File: src/rtl/dmem_access_ctrl_if.sv
// Signal bundle between the MEM stage / loader / data RAM and the access controller.
// Latency: n/a (wires only).
// Backpressure: Stall toward the pipeline, Ld_Ack completion toward the loader.
interface dmem_access_ctrl_if #(
    parameter int ADDR_W = 32,
    parameter int DATA_W = 32
);
    // MEM-stage side
    logic              MemRead;
    logic              MemWrite;
    logic [ADDR_W-1:0] Address;
    logic [DATA_W-1:0] WriteData;
    logic [DATA_W-1:0] ReadData;
    logic              Stall;

    // loader / debug side
    logic              Ld_Req;
    logic              Ld_We;
    logic [ADDR_W-1:0] Ld_Addr;
    logic [DATA_W-1:0] Ld_WData;
    logic              Ld_Ack;
    logic [DATA_W-1:0] Ld_RData;

    // data RAM side
    logic              Mem_En;
    logic              Mem_We;
    logic [ADDR_W-3:0] Mem_Addr;
    logic [DATA_W-1:0] Mem_WData;
    logic [DATA_W-1:0] Mem_RData;

    modport master (
        output MemRead, MemWrite, Address, WriteData,
        input  ReadData, Stall,
        output Ld_Req, Ld_We, Ld_Addr, Ld_WData,
        input  Ld_Ack, Ld_RData,
        input  Mem_En, Mem_We, Mem_Addr, Mem_WData,
        output Mem_RData
    );

    modport slave (
        input  MemRead, MemWrite, Address, WriteData,
        output ReadData, Stall,
        input  Ld_Req, Ld_We, Ld_Addr, Ld_WData,
        output Ld_Ack, Ld_RData,
        output Mem_En, Mem_We, Mem_Addr, Mem_WData,
        input  Mem_RData
    );
endinterface

File: src/rtl/dmem_access_ctrl.sv
// Arbitrates the single-port sync-read data RAM between the MEM stage and a loader port.
// Latency: CPU store 1 cycle, CPU load data at t+1, loader Ld_Ack at grant+1.
// Backpressure: Stall freezes the pipeline while a MEM access is pending; loader holds Ld_Req until Ld_Ack.
module dmem_access_ctrl #(
    parameter int ADDR_W       = 32,
    parameter int DATA_W       = 32,
    parameter int STARVE_LIMIT = 4
) (
    input  logic             Clk,
    input  logic             Rst,
    dmem_access_ctrl_if.slave bus
);

    localparam int CNT_W = $clog2(STARVE_LIMIT + 1);

    typedef enum logic [1:0] {
        IDLE    = 2'd0,
        CPU_RD  = 2'd1,
        LD_DONE = 2'd2
    } state_t;

    state_t            state;
    state_t            state_nxt;
    logic [CNT_W-1:0]  starve_cnt;
    logic              cpu_req;
    logic              starve;
    logic              cpu_grant;
    logic              ld_grant;

    logic              mem_en;
    logic              mem_we;
    logic [ADDR_W-3:0] mem_addr;
    logic [DATA_W-1:0] mem_wdata;
    logic              stall;

    logic [DATA_W-1:0] rd_hold;
    logic [DATA_W-1:0] ld_hold;

    // Byte-offset bits never reach the word-addressed RAM.
    logic unused_addr_bits;
    assign unused_addr_bits = ^{bus.Address[1:0], bus.Ld_Addr[1:0]};

    assign cpu_req = bus.MemRead | bus.MemWrite;
    assign starve  = (starve_cnt == CNT_W'(STARVE_LIMIT));

    always_comb begin
        state_nxt = state;
        cpu_grant = 1'b0;
        ld_grant  = 1'b0;
        mem_en    = 1'b0;
        mem_we    = 1'b0;
        mem_addr  = bus.Address[ADDR_W-1:2];
        mem_wdata = bus.WriteData;
        stall     = 1'b0;

        unique case (state)
            IDLE: begin
                if (cpu_req && !(starve && bus.Ld_Req)) begin
                    cpu_grant = 1'b1;
                    mem_en    = 1'b1;
                    // a simultaneous read+write request is serviced as a store
                    mem_we    = bus.MemWrite;
                    if (!bus.MemWrite) begin
                        stall     = 1'b1;
                        state_nxt = CPU_RD;
                    end
                end else if (bus.Ld_Req) begin
                    ld_grant  = 1'b1;
                    mem_en    = 1'b1;
                    mem_we    = bus.Ld_We;
                    mem_addr  = bus.Ld_Addr[ADDR_W-1:2];
                    mem_wdata = bus.Ld_WData;
                    stall     = cpu_req;
                    state_nxt = LD_DONE;
                end
            end
            CPU_RD: begin
                state_nxt = IDLE;
            end
            LD_DONE: begin
                stall     = cpu_req;
                state_nxt = IDLE;
            end
            default: begin
                state_nxt = IDLE;
            end
        endcase
    end

    always_ff @(posedge Clk or negedge Rst) begin
        if (!Rst) begin
            state <= IDLE;
        end else begin
            state <= state_nxt;
        end
    end

    // Counts pipeline wins while the loader waits; any loader grant or idle loader resets it.
    always_ff @(posedge Clk or negedge Rst) begin
        if (!Rst) begin
            starve_cnt <= '0;
        end else if (!bus.Ld_Req || ld_grant) begin
            starve_cnt <= '0;
        end else if (cpu_grant && !starve) begin
            starve_cnt <= starve_cnt + 1'b1;
        end
    end

    always_ff @(posedge Clk or negedge Rst) begin
        if (!Rst) begin
            rd_hold <= '0;
            ld_hold <= '0;
        end else begin
            if (state == CPU_RD) begin
                rd_hold <= bus.Mem_RData;
            end
            if (state == LD_DONE) begin
                ld_hold <= bus.Mem_RData;
            end
        end
    end

    // Reset gates the combinational strobes so a request held during reset cannot touch the RAM.
    assign bus.Mem_En    = mem_en & Rst;
    assign bus.Mem_We    = mem_we & Rst;
    assign bus.Mem_Addr  = mem_addr;
    assign bus.Mem_WData = mem_wdata;
    assign bus.Stall     = stall & Rst;

    assign bus.Ld_Ack    = (state == LD_DONE);
    assign bus.ReadData  = (state == CPU_RD)  ? bus.Mem_RData : rd_hold;
    assign bus.Ld_RData  = (state == LD_DONE) ? bus.Mem_RData : ld_hold;

endmodule

File: src/flat_wrapper.sv
// flat-port wrapper written by rule: the top's interface ports become plain ports
module dmem_access_ctrl_flat 
#(
    parameter int ADDR_W       = 32,
    parameter int DATA_W       = 32,
    parameter int STARVE_LIMIT = 4
)
  (Clk, Rst, bus_MemRead, bus_MemWrite, bus_Address, bus_WriteData, bus_ReadData, bus_Stall, bus_Ld_Req, bus_Ld_We, bus_Ld_Addr, bus_Ld_WData, bus_Ld_Ack, bus_Ld_RData, bus_Mem_En, bus_Mem_We, bus_Mem_Addr, bus_Mem_WData, bus_Mem_RData);
  dmem_access_ctrl_if #(.ADDR_W(ADDR_W), .DATA_W(DATA_W)) bus_i ();
  input  logic Clk;
  input  logic Rst;
  input wire logic [$bits(bus_i.MemRead)-1:0] bus_MemRead;
  input wire logic [$bits(bus_i.MemWrite)-1:0] bus_MemWrite;
  input wire logic [$bits(bus_i.Address)-1:0] bus_Address;
  input wire logic [$bits(bus_i.WriteData)-1:0] bus_WriteData;
  output wire logic [$bits(bus_i.ReadData)-1:0] bus_ReadData;
  output wire logic [$bits(bus_i.Stall)-1:0] bus_Stall;
  input wire logic [$bits(bus_i.Ld_Req)-1:0] bus_Ld_Req;
  input wire logic [$bits(bus_i.Ld_We)-1:0] bus_Ld_We;
  input wire logic [$bits(bus_i.Ld_Addr)-1:0] bus_Ld_Addr;
  input wire logic [$bits(bus_i.Ld_WData)-1:0] bus_Ld_WData;
  output wire logic [$bits(bus_i.Ld_Ack)-1:0] bus_Ld_Ack;
  output wire logic [$bits(bus_i.Ld_RData)-1:0] bus_Ld_RData;
  output wire logic [$bits(bus_i.Mem_En)-1:0] bus_Mem_En;
  output wire logic [$bits(bus_i.Mem_We)-1:0] bus_Mem_We;
  output wire logic [$bits(bus_i.Mem_Addr)-1:0] bus_Mem_Addr;
  output wire logic [$bits(bus_i.Mem_WData)-1:0] bus_Mem_WData;
  input wire logic [$bits(bus_i.Mem_RData)-1:0] bus_Mem_RData;
  assign bus_i.MemRead = bus_MemRead;
  assign bus_i.MemWrite = bus_MemWrite;
  assign bus_i.Address = bus_Address;
  assign bus_i.WriteData = bus_WriteData;
  assign bus_ReadData = bus_i.ReadData;
  assign bus_Stall = bus_i.Stall;
  assign bus_i.Ld_Req = bus_Ld_Req;
  assign bus_i.Ld_We = bus_Ld_We;
  assign bus_i.Ld_Addr = bus_Ld_Addr;
  assign bus_i.Ld_WData = bus_Ld_WData;
  assign bus_Ld_Ack = bus_i.Ld_Ack;
  assign bus_Ld_RData = bus_i.Ld_RData;
  assign bus_Mem_En = bus_i.Mem_En;
  assign bus_Mem_We = bus_i.Mem_We;
  assign bus_Mem_Addr = bus_i.Mem_Addr;
  assign bus_Mem_WData = bus_i.Mem_WData;
  assign bus_i.Mem_RData = bus_Mem_RData;
  dmem_access_ctrl #(.ADDR_W(ADDR_W), .DATA_W(DATA_W), .STARVE_LIMIT(STARVE_LIMIT)) u_core (.Clk(Clk), .Rst(Rst), .bus(bus_i));
endmodule
File: config.mk
export PLATFORM = sky130hd
export DESIGN_NAME = dmem_access_ctrl_flat
export DESIGN_NICKNAME = d
export VERILOG_FILES = /design/src/rtl/dmem_access_ctrl_if.sv /design/src/rtl/dmem_access_ctrl.sv /design/src/flat_wrapper.sv
export SDC_FILE = /design/constraint.sdc
export NUM_CORES = 1
export LEC_CHECK = 0
export BUFFER_PORTS_ARGS = -buffer_cell sky130_fd_sc_hd__clkbuf_2
export CAP_MARGIN = 15
export CORE_ASPECT_RATIO = 0.6
export CORE_MARGIN = 5
export CORE_UTILIZATION = 35
export DETAILED_ROUTE_END_ITERATION = 12
export PLACE_DENSITY = 0.73
export SYNTH_ARGS = -nofsm -noshare
export SYNTH_HDL_FRONTEND = slang
export SYNTH_SLANG_ARGS = --single-unit
File: constraint.sdc
create_clock -name Clk -period 2.2 [get_ports Clk]
set_clock_uncertainty 0.2 [all_clocks]
set_input_delay 0.11 -clock Clk [delete_from_list [all_inputs] [get_ports Clk]]
set_output_delay 0.11 -clock Clk [all_outputs]
set_load 0.1 [all_outputs]
==> results.yml, run 1 <==
outcome:
  status: "finished, violations left"
  failing_checks: "negative setup slack"
floorplanning:
  die-width_um: 143
  die-area_mm2: 0.0128
  chipHeight_um: 89.7
  boundaryPins: 296
  rows: 29
  core_box_area_mm2: 0.0105
  initial_utilization_pct: 35.5
detailed_routing:
  vias_per_cell: 4.68
  detail_route.first_pass.iterations: 4
  drtAntennaViolNets: 0
  drt_iter0_markers: 135
  totalWireLength_um: 15900
  vias: 3452
  drc: 0
  wire_length_per_cell_after_detailed_routing_um: 21.6
timing:
  worst_pin_slew_ns: 0.844
  post-route-period-util_pct: 108
  whs_ns: 0.00379
  fmax_mhz: 422
  setup-violations-final: 61
  final_critical_path_setup_slack_ns: -0.167
  grt_setup_unrepaired: "true"
  finalHoldViolCount: 0
  final_max_slew_viol_count: 0
  slew_limit_headroom_pct: 43.7
  period_minus_slack_ns: 2.37
placed_design:
  io_buffers: 291
  hpwl_um: 12300
  gp_congestion: 0.890
  dp_slack_ns: 0.109
critical_path:
  crit_path_frequent_cell: "buf_12"
  critPathBufInv: 4
  timing.critical_path.from_type: "flip-flop"
  cp_class: "reg -> out"
  worstSetupEndpointType: "primary output"
  cp_max_fo: 6
  worst-endpoint-required_ns: 1.89
  reg2regPathDepth: 3
  worst_path_largest_cell_delay_ns: 0.39
  cp_num_cells: 8
  gate_family_responsible_for_the_most_delay_along_the_worst_path: "buffers and inverters"
  critPathSlowestCell: "dfrtp_1"
  cp_cell_sequence: "inv_2 > ha_4 > o2bb2ai_4 > nand3_4 > buf_12 > clkbuf_16 > mux2_4 > buf_12"
  cp_data_arrival_time_ns: 2.06
clock_tree:
  cts_tree: "done"
  clkLatencyLatePin_ns: 0.32
  clock_tree.root_cell: "clkbuf_16"
  clkSlewWorstSetupHoldPaths_ns: 0.05
  tritoncts.num_buffers: 9
  cts_sinks: 69
  cts_max_path_buffers: 2
  ctsHtreeMaxLevel: 3
global_route:
  grt-ovfl-total: 0
  grt_max_degree: 67
  global_route_wire_length_before_repair_um: 23400
  grt_util_all_layers_pct: 23.9
  via_count_of_the_first_global_routing_pass: 3878
  antenna_violations_before_repair: 0
yosys:
  synth_compound_area_share_pct: 1.55
  postSynthAreaPerCell_um2: 15.1
  synth_xor_xnor_area_share_pct: 0
  seq_area_frac_synth_pct: 46.6
  synth.mux.area_fraction_pct: 44.3
  mappedNetlistArea_mm2: 0.00371
  synth_nets: 413
  largest_family_of_logic_cells_by_synthesized_area: "multiplexers"
  simple_logic_cell_fraction_of_the_synthesized_area_pct: 3.21
  number_of_synthesized_register_bits: 69
  yosysWarnings: 0
  synth_cells: 245
  synth_fa_ha_area_share_pct: 0.675
  post_synth_num_cell_types: 27
final_layout:
  antennaDiodeCount: 0
  layout_commonest_cell: "clkbuf_2"
  nets: 761
  share_of_the_core_filled_with_cells_pct: 78.7
  fraction_of_final_layout_cells_with_drive_strength_greater_than_1_pct: 77.9
  final_cell_mix: "clkbuf_2, buf_12, dfrtp_1"
  area.growth.synth_to_final_pct: 122
  total_of_fill_cells_in_the_finished_design: 577
worst_hold_path:
  worst_hold_path_type: "in -> async"
power:
  leakagePower_nw: 4.13
  power_density_mw_per_mm2: 1140
  peakVddDrop_uv: 909
flow_run:
  drv_cap: 0
==> through the flow <==
stage,instance area [um2],std cells,power [mW],TNS [ns]
finish,8220,737,9.36,-7.63
global route,8220,737,9.57,-10.92
CTS,8160,733,9.36,-5.74
global placement,7240,669,7.58,0
floorplan,3710,245,5.43,0
detailed placement,7240,669,7.68,0
==> cells by family (layout without fill, tap and decap cells) <==
kind of cell	Yosys count	after routing
buf+inv	20	373
mux	126	126
fa+ha+maj	2	2
compound gates	8	8
flops	69	69
simple gates	20	20
==> final timing paths <==
check | to | from | slack, ns
min in group Clk | u_core.starve_cnt[2]$_DFFE_PN0P_ | bus_MemRead | 0.02
max in group asynchronous | u_core.rd_hold[30]$_DFF_PN0_ | Rst | 0.75
worst max register to register | u_core.rd_hold[4]$_DFF_PN0_ | u_core.state[0]$_DFFE_PN0P_ | 0.54
worst min-delay path | u_core.starve_cnt[1]$_DFFE_PN0P_ | Rst | 0.004
worst min register to register | u_core.ld_hold[25]$_DFF_PN0_ | u_core.ld_hold[25]$_DFF_PN0_ | 0.33
worst max-delay path | bus_Mem_Addr[14] | u_core.starve_cnt[0]$_DFFE_PN0P_ | -0.17
==> area by class of cell <==
type | instances | area, um2 | share of cell area (%)
clock inverter | 5 | 82.6 | 1.00
multi-input combinational | 156 | 1890 | 22.9
inverter | 5 | 18.8 | 0.228
tap | 139 | 174 | 2.11
sequential | 69 | 1730 | 21.0
timing repair buffer | 352 | 4090 | 49.8
clock buffer | 11 | 243 | 2.95
==> synth_stat cells (all sizes together) <==
master | n | area share, %
nor3 | 1 | 0.13
nand4 | 1 | 0.17
o22ai | 3 | 0.51
nand2 | 6 | 0.61
buf | 14 | 3.1
nand3b | 1 | 0.20
clkbuf | 1 | 0.10
a31oi | 1 | 0.17
a21oi | 1 | 0.13
nor3b | 2 | 0.41
dfrtp | 69 | 47
nor2b | 1 | 0.17
nand2b | 1 | 0.17
inv | 5 | 0.51
mux2 | 126 | 44
o21a | 1 | 0.20
o21ai | 1 | 0.13
o2bb2ai | 1 | 0.41
nor2 | 4 | 0.61
ha | 2 | 0.68
nand3 | 3 | 0.74
==> flip-flops by register name (all words and copies together) (netlist names) <==
signal,cells
u_core.ld_hold,32
u_core.rd_hold,32
u_core.starve_cnt,3
u_core.state,2
==> report_power, final <==
group          switching, mW  internal [mW]  leakage, nW
combinational           3.94           2.17         3.15
sequential             0.105           1.59        0.816
clock                  0.528           1.03        0.160
==> metal layers <==
| metal | vias to the layer above | wire length (um) | GRT usage (%) |
|---|---|---|---|
| li1 | 1575 | - | - |
| met1 | 1719 | 6030 | 27.8 |
| met2 | 137 | 8810 | 44.1 |
| met3 | 21 | 830 | 5.57 |
| met4 | 0 | 274 | 5.62 |
| met5 | - | 0 | 0 |
==> repair_timing <==
| item | 4_1_cts | 5_1_grt |
|---|---|---|
| setup buffers | 9 | 3 |
| hold buffers | 35 | 0 |
| cloned | 4 | 2 |
| gates resized for setup | 12 | 4 |
| endpoints found under the hold margin | 137 | 0 |
| pin swaps | 3 | 0 |
| setup endpoints to repair | 62 | 80 |
(Power assumes the default switching activity.)
==> run 2, diff against run 1 <==
- ABC_AREA: unset -> 1
- PLACE_DENSITY: 0.73 -> 0.71
==> results.yml, run 2 <==
worst_hold_path:
  worst_hold_path_type: "in -> reg"
  min_path_cells: 4
  min-delay-start: "bus_Ld_Req"
  min_delay_worst_endpoint: "u_core.state[1]$_DFFE_PN0P_"
clock_tree:
  tritoncts.num_buffers: 9
  clkSlewWorstSetupHoldPaths_ns: 0.06
  clkLatencyLatePin_ns: 0.33
  clock_tree.root_cell: "clkbuf_16"
  cts_max_path_buffers: 2
  ctsHtreeMaxLevel: 3
  cts_sinks: 69
  cts_tree: "done"
placed_design:
  dp_slack_ns: 0.242
  hpwl_um: 10900
  placedCellCount: 908
  gp_congestion: 0.764
  placement.cell_area_mm2: 0.00702
  io_buffers: 291
yosys:
  synthFlopType: "dfrtp_1"
  mappedNetlistArea_mm2: 0.00395
  async_reset_ff_share_pct: 100
  synth_cells: 504
  synth_largest_area_cell: "dfrtp_1"
  synth.most_common_cell: "nand2_1"
  number_of_synthesized_register_bits: 69
  synth_nets: 672
  synth_edf_count: 0
  synth.top_cells.by_area: "dfrtp_1, nand2_1, nand4_1, o21ai_0, buf_6"
  seq_area_frac_synth_pct: 43.7
  yosysWarnings: 0
  post_synth_num_cell_types: 21
  synth_top_cell_area_share_pct: 43.7
  postSynthAreaPerCell_um2: 7.84
  synth_common_cells: "nand2_1, dfrtp_1, o21ai_0, nand4_1, inv_1"
power:
  power_density_mw_per_mm2: 1080
  peakVddDrop_uv: 1030
  leakagePower_nw: 4.39
  power.total_mw: 9.22
timing:
  final_max_slew_viol_count: 0
  period_minus_slack_ns: 2.20
  post-route-period-util_pct: 100
  final_critical_path_setup_slack_ns: 0.00109
  grt_setup_unrepaired: "true"
  fmax_mhz: 455
  whs_ns: 0.104
  worst_pin_slew_ns: 0.853
  slew_limit_headroom_pct: 43.2
  finalHoldViolCount: 0
  setup-violations-final: 0
  setup_total_negative_slack_ns: 0
critical_path:
  cp_class: "reg -> out"
  critPathSlowestCell: "dfrtp_1"
  cp_data_arrival_time_ns: 1.89
  cp_cell_sequence: "inv_2 > ha_4 > nand3_4 > nand2_8 > buf_6 > clkbuf_16 > nand4_1 > nand2_2 > buf_12"
  timing.critical_path.from_type: "flip-flop"
  regToRegStartpoint: "u_core.state[1]$_DFFE_PN0P_"
  worst-endpoint-required_ns: 1.89
  cp_max_fo: 8
  r2r_slack_ns: 0.66
  worst_path_largest_cell_delay_ns: 0.39
  reg2regPathDepth: 4
  r2r_end: "u_core.ld_hold[19]$_DFF_PN0_"
  worstSetupEndpointType: "primary output"
final_layout:
  fraction_of_final_layout_cells_with_drive_strength_greater_than_1_pct: 58.3
  final-seq-area_mm2: 0.00173
  final_cell_mix: "clkbuf_2, buf_12, nand2_2"
  nets: 998
  instances_no_fill: 979
  layout_commonest_cell: "clkbuf_2"
  share_of_the_core_filled_with_cells_pct: 76.2
  total_of_fill_cells_in_the_finished_design: 711
  antennaDiodeCount: 0
  design_area_mm2: 0.00852
  multiInputGateArea_mm2: 0.00213
  area.growth.synth_to_final_pct: 116
  largestRegisters: "u_core.ld_hold (32), u_core.rd_hold (32), u_core.starve_cnt (3)"
floorplanning:
  core_box_area_mm2: 0.0112
  chipHeight_um: 92.3
  die-width_um: 147
  die-area_mm2: 0.0136
  initial_utilization_pct: 35.3
  rows: 30
  boundaryPins: 296
detailed_routing:
  wire_length_per_cell_after_detailed_routing_um: 19.1
  drt_iter0_markers: 251
  totalWireLength_um: 18700
  drc: 0
  vias_per_cell: 5.05
  drtAntennaViolNets: 0
  vias: 4942
  detail_route.first_pass.iterations: 5
flow_run:
  drv_cap: 0
global_route:
  grt-ovfl-total: 0
  grt_util_all_layers_pct: 23.8
  via_count_of_the_first_global_routing_pass: 4985
  grt_max_degree: 70
  global_route_wire_length_before_repair_um: 25700
  antenna_violations_before_repair: 0
outcome:
  status: "finished, final reports clean"
-- run 2: cells by family (layout without fill, tap and decap cells) --
group / after synthesis / count (layout) / synth area share [%]
adder cells (fa/ha/maj): 2 / 2 / 0.633
AO/OA/AOI/OAI: 66 / 66 / 8.39
XOR/XNOR: 1 / 1 / 0.222
flip-flops: 69 / 69 / 43.7
AND/OR/NAND/NOR: 279 / 279 / 31.7
buffers and inverters: 87 / 418 / 15.4
-- run 2: critical path: cells and delay by family, from the launching register on --
family                     cells  cell delay [ns]
buffers and inverters          4             0.59
and+or+nand+nor                4             0.44
DFF                            1             0.39
adders and majority gates      1             0.14
-- run 2: layout make-up --
class                   instances  share of cell area [%]
inverters                      46                    2.06
well taps                     144                    2.11
multi-input cells             348                    25.0
clock inverters                 6                    1.01
clock buffers                  10                    2.80
repair buffers                356                    46.7
flip-flops and latches         69                    20.3
-- run 2: how the worst max path moves through the flow --
stage	slack, ns	from	to
after floorplan	-0.50	u_core.state[0]$_DFFE_PN0P_	u_core.ld_hold[10]$_DFF_PN0_
after global placement	0.28	u_core.starve_cnt[0]$_DFFE_PN0P_	bus_Mem_Addr[1]
after detailed placement	0.24	u_core.starve_cnt[0]$_DFFE_PN0P_	bus_Mem_WData[22]
after CTS	0.007	u_core.starve_cnt[1]$_DFFE_PN0P_	bus_Mem_WData[11]
after global routing	-0.07	u_core.starve_cnt[1]$_DFFE_PN0P_	bus_Mem_WData[13]
final	0.001	u_core.starve_cnt[1]$_DFFE_PN0P_	bus_Mem_Addr[22]
-- run 2: per-layer routing --
metal	global-route usage, %	part of all wire [%]	up-vias
met1	26.5	36	2343
met3	8.36	8.8	48
met2	42.6	52	238
li1	-	-	2313
met4	8.22	3.0	0
met5	0	0	-
-- run 2: power by group --
group,leakage [nW],switching [mW],internal [mW]
sequential,0.850,0.103,1.59
combinational,3.38,4.18,1.80
clock,0.158,0.531,1.02
-- run 2: repair_timing --
item / 4_1_cts / 5_1_grt
pin swaps: 2 / 8
setup buffers: 8 / 3
cloned: 5 / 6
hold buffers: 34 / 0
endpoints found under the hold margin: 134 / 0
endpoints found under the setup margin: 70 / 66
resized for setup: 18 / 146
